$ cat config.mk
export PLATFORM = sky130hd
export DESIGN_NAME = spi_frame_master
export DESIGN_NICKNAME = d
export VERILOG_FILES = /design/src/rtl/spi_frame_master.sv
export SDC_FILE = /design/constraint.sdc
export NUM_CORES = 1
export LEC_CHECK = 0
export BUFFER_PORTS_ARGS = -buffer_cell sky130_fd_sc_hd__clkbuf_2
export CAP_MARGIN = 10
export CORE_MARGIN = 2
export CORE_UTILIZATION = 54
export CTS_CLUSTER_SIZE = 8
export DETAILED_ROUTE_END_ITERATION = 16
export PLACE_DENSITY = 0.77
export SETUP_SLACK_MARGIN = 0.4
export SLEW_MARGIN = 30
export SYNTH_ARGS = -nofsm -noshare
export SYNTH_HDL_FRONTEND = slang
export SYNTH_SLANG_ARGS = --single-unit
$ cat constraint.sdc
create_clock -name clk -period 4.9 [get_ports clk]
set_input_delay 0.98 -clock clk [delete_from_list [all_inputs] [get_ports clk]]
set_output_delay 0.98 -clock clk [all_outputs]
set_load 0.05 [all_outputs]
$ cat src/rtl/spi_frame_master.sv
// SPI frame master: turns {op, byte} commands into 10-bit SPI frames with a leading CHK slot,
// and for read-data frames waits out the RAM turnaround before capturing 8 MISO bits.
module spi_frame_master #(
    parameter int RD_WAIT = 2,
    parameter int GAP     = 1
) (
    input  logic       clk,
    input  logic       rst,
    input  logic       cmd_valid,
    output logic       cmd_ready,
    input  logic [1:0] cmd_op,
    input  logic [7:0] cmd_byte,
    output logic       rsp_valid,
    output logic [7:0] rsp_data,
    output logic       busy,
    output logic       SS_n,
    output logic       MOSI,
    input  logic       MISO
);

    localparam logic [3:0] WAIT_LOAD = 4'(RD_WAIT - 1);
    localparam logic [3:0] GAP_LOAD  = 4'(GAP - 1);

    typedef enum logic [2:0] {
        S_IDLE,
        S_CHK,
        S_SHIFT,
        S_WAIT,
        S_READ,
        S_END
    } state_t;

    state_t     state, state_n;
    logic [3:0] cnt, cnt_n, cnt_dec;
    logic [9:0] frame, frame_n;
    logic [7:0] sh, sh_n;
    logic [7:0] rsp_data_n;
    logic       rsp_valid_n;
    logic       mosi_n;

    assign cnt_dec = cnt - 4'd1;

    // Outputs are computed for the state being entered, so the registered pins line up with it.
    always_comb begin
        state_n     = state;
        cnt_n       = cnt;
        frame_n     = frame;
        sh_n        = sh;
        rsp_data_n  = rsp_data;
        rsp_valid_n = 1'b0;
        mosi_n      = 1'b0;
        case (state)
            S_IDLE: begin
                if (cmd_valid && cmd_ready) begin
                    frame_n = {cmd_op, cmd_byte};
                    state_n = S_CHK;
                    mosi_n  = cmd_op[1];
                end
            end
            S_CHK: begin
                state_n = S_SHIFT;
                cnt_n   = 4'd9;
                mosi_n  = frame[9];
            end
            S_SHIFT: begin
                if (cnt == 4'd0) begin
                    if (frame[9:8] == 2'b11) begin
                        if (RD_WAIT == 0) begin
                            state_n = S_READ;
                            cnt_n   = 4'd7;
                        end else begin
                            state_n = S_WAIT;
                            cnt_n   = WAIT_LOAD;
                        end
                    end else begin
                        state_n = S_END;
                        cnt_n   = GAP_LOAD;
                    end
                end else begin
                    cnt_n  = cnt_dec;
                    mosi_n = frame[cnt_dec];
                end
            end
            S_WAIT: begin
                if (cnt == 4'd0) begin
                    state_n = S_READ;
                    cnt_n   = 4'd7;
                end else begin
                    cnt_n = cnt_dec;
                end
            end
            S_READ: begin
                sh_n = {sh[6:0], MISO};
                if (cnt == 4'd0) begin
                    state_n     = S_END;
                    cnt_n       = GAP_LOAD;
                    rsp_data_n  = {sh[6:0], MISO};
                    rsp_valid_n = 1'b1;
                end else begin
                    cnt_n = cnt_dec;
                end
            end
            S_END: begin
                if (cnt == 4'd0) begin
                    state_n = S_IDLE;
                end else begin
                    cnt_n = cnt_dec;
                end
            end
            default: state_n = S_IDLE;
        endcase
    end

    always_ff @(posedge clk) begin
        if (rst) begin
            state     <= S_IDLE;
            cnt       <= 4'd0;
            frame     <= 10'd0;
            sh        <= 8'h00;
            rsp_data  <= 8'h00;
            rsp_valid <= 1'b0;
            SS_n      <= 1'b1;
            MOSI      <= 1'b0;
            cmd_ready <= 1'b1;
            busy      <= 1'b0;
        end else begin
            state     <= state_n;
            cnt       <= cnt_n;
            frame     <= frame_n;
            sh        <= sh_n;
            rsp_data  <= rsp_data_n;
            rsp_valid <= rsp_valid_n;
            SS_n      <= (state_n == S_IDLE) || (state_n == S_END);
            MOSI      <= mosi_n;
            cmd_ready <= (state_n == S_IDLE);
            busy      <= (state_n != S_IDLE);
        end
    end

endmodule

==> summary.md <==
| Metric | Value |
|---|---|
| FF-to-FF End | `rsp_data[6]` |
| Switching power total | `0.000446 W` |
| Vias/cell | `5.46` |
| Status | `complete, no violations` |
| Final nets | `249` |
| Drt wl/cell | `12.5 um` |
| Share of layout cells above drive strength 1 | `17.7%` |
| Post-route ant nets | `0` |
| Worst setup SP type | `flop` |
| Number of maximum-capacitance violations | `0` |
| Iter 0 DRT Violations | `107` |
| Synthesized Nets | `228` |
| TritonCTS Buffers | `5` |
| Slew at the pin with the worst max-slew slack | `0.848 ns` |
| Synth Area per Inst | `8.15 um2` |
| Setup TNS Final | `0 ns` |
| Worst-Skew Late Latency | `0.33 ns` |
| Hold Path End | `rsp_data[3]` |
| Synth area leader | `dfxtp_1` |
| N_diodes | `0` |
| Final period demand of the worst path | `2.19 ns` |
| Pre-Repair DR Iteration Count | `4` |
| Int Power | `0.000584 W` |
| Worst R2R Path Depth | `4` |
| WS Path Type | `flop to flop` |
| Maximum clock frequency | `0.457 GHz` |
| Predominant post-synthesis flop cell | `dfxtp_1` |
| Register area share after synthesis | `43.1%` |
| Area of the core | `3050 um2` |
| Sequential power share | `40.5%` |
| CP Data Required Time | `5.10 ns` |
| Asr flop ratio synth | `0%` |
| Vias in the first global route | `1234` |
| Grt total ovfl | `0` |
| Post-CTS setup buffer count | `0` |
| Clock skew | `0.00722 ns` |
| I/O pin count | `27` |
| Final Wtd Congestion | `0.838` |
| Clock slew at reported path FFs | `0.10 ns` |
| Final setup vio count | `0` |
| Slew headroom | `43.2%` |
| FF-to-FF Start | `state[2]` |
| CTS root buffer | `clkbuf_4` |
| Post-synthesis cell count | `211` |
| H-tree Lvls | `2` |
| Top post-synthesis cells by count | `nand2_1 (47), dfxtp_1 (37), a21oi_1 (31), nand3_1 (12)` |
| Final Max Tran Viols | `0` |
| Remaining DRCs | `0` |
| Worst Path Arrival | `2.39 ns` |
| Initial Util | `56.3%` |
| Peak supply drop | `0.000293 V` |
| Ys Warns | `0` |
| Leading cell type by number of instances after synthesis | `nand2_1` |
| Cell area power density | `538 nW/um2` |
| Initial antenna violation count | `0` |
| Synth unique cells | `45` |
| Via Count | `1508` |
| HPWL Detailed | `2480 um` |
| Row count | `20` |
| Static Leakage | `0.702 nW` |
| CTS tree | `done` |
| Fin crit share | `44.7%` |
| Hold buffers post-CTS | `0` |
| Crit Path Max Fanout | `16` |
| Hold Fails Final Rpt | `0` |
| Register bit total from synthesis | `37` |
| Layout area overhead | `11.3%` |
| Synth area leaders | `dfxtp_1 (43%), nand2_1 (10%), a21oi_1 (9.0%)` |
| HP Class | `flop to flop` |
| Post-layout util | `62.7%` |
| DIE WIDTH | `60.4 um` |
| RSZ-0062 raised after global routing | `no` |
| Clock sink total | `37` |
| Post-Route WL | `3450 um` |
| Die height | `60.4 um` |
| Global-route wire length before repair | `5620 um` |
| R2R setup slack | `2.71 ns` |
| Hold path start | `rsp_data[3]` |
| Overall Global Routing Usage | `20.8%` |
| Netlist Area Pre-Place | `1720 um2` |
| Sw Share | `43.3%` |
| Comb pwr share | `43.7%` |
| Number of port buffers | `26` |
| Clk pwr share | `15.8%` |
| Die area | `3650 um2` |
| Post-synth top area share | `43.1%` |
| Max clock buf depth | `2` |
| CP Capture Type | `flop` |
| Post-synth EDFFs | `0` |
| Hold depth | `2` |
| Largest net degree at the start of global routing | `35` |
| Post_cts resized | `0` |
==> worst max-delay path, stage by stage (launching register included) <==
cell	delay, ns
dfxtp_1	0.65
nor3b_2	0.79
nand2_1	0.39
nand2_1	0.16
a21oi_1	0.07
==> cells by family after synthesis <==
logic type | Yosys count | synth area share (%)
adder cells (fa/ha/maj) | 3 | 2.18
AND/OR/NAND/NOR | 88 | 24.7
XOR/XNOR | 3 | 1.53
AO/OA/AOI/OAI | 58 | 21.6
multiplexers | 4 | 2.47
buffers and inverters | 18 | 4.44
flip-flops | 37 | 43.1
==> through the flow <==
stage | std cells | hold slack (ns) | total power (W) | instance area [um2] | worst slack, ns
after CTS | 276 | 0.458 | 0.00104 | 1910 | 2.70
after global placement | 269 | 0.442 | 0.000869 | 1850 | 2.59
after global routing | 276 | 0.476 | 0.00110 | 1910 | 2.47
after floorplan | 211 | 0.432 | 0.000779 | 1720 | 3.06
after detailed placement | 269 | 0.442 | 0.000873 | 1850 | 2.58
final | 276 | 0.458 | 0.00103 | 1910 | 2.71
==> placed cells by master, fill, tap and decap left out, drive strengths merged, types with 5 or more instances in the layout <==
cell | synthesis | routed
a211oi | 5 | 5
a21oi | 31 | 31
clkbuf | 4 | 32
dfxtp | 37 | 37
inv | 5 | 5
nand2 | 47 | 47
nand3 | 12 | 12
nor2 | 7 | 7
o21ai | 5 | 5
==> how the worst max path moves through the flow <==
stage          slack, ns  startpoint          end  cells past startpoint
2_1_floorplan       3.06      cnt[0]         MOSI                      6
3_3_place_gp        2.59         rst         MOSI                      5
3_5_place_dp        2.58         rst         MOSI                      5
4_1_cts             2.70    state[2]  rsp_data[6]                      4
5_1_grt             2.47    state[2]  rsp_data[3]                      4
6_report            2.71    state[2]  rsp_data[6]                      4
==> power groups by stage <==
stage / Sequential, W / Combinational, W / Clock (W)
final: 0.000418 / 0.000450 / 0.000163
after global routing: 0.000426 / 0.000495 / 0.000182
after CTS: 0.000416 / 0.000451 / 0.000170
after detailed placement: 0.000423 / 0.000450 / 0
after global placement: 0.000423 / 0.000445 / 0
after floorplan: 0.000433 / 0.000346 / 0
==> state kept, by name, summed over array words and instances, names as in the netlist <==
signal / flops
MOSI: 1
SS_n: 1
busy: 1
cmd_ready: 1
cnt: 4
frame: 10
rsp_data: 8
rsp_valid: 1
sh: 7
state: 3
==> area by class of cell <==
| class | instances | area [um2] |
|---|---|---|
| clock buffer | 6 | 51.3 |
| clock inverter | 1 | 7.51 |
| fill | 296 | 1140 |
| inverter | 5 | 18.8 |
| multi-input combinational | 156 | 902 |
| sequential | 37 | 741 |
| tap | 44 | 55.1 |
| timing repair buffer | 27 | 138 |
==> routing by layer <==
| metal | share of wire [%] | global-route usage, % | vias up | wire (um) |
|---|---|---|---|---|
| li1 | - | - | 789 | - |
| met1 | 49 | 29.0 | 684 | 1700 |
| met2 | 45 | 30.4 | 31 | 1540 |
| met3 | 4.9 | 5.33 | 4 | 169 |
| met4 | 1.1 | 9.32 | 0 | 37 |
| met5 | 0 | 0 | - | 0 |
Note: power is estimated with default switching activity, not from simulation.
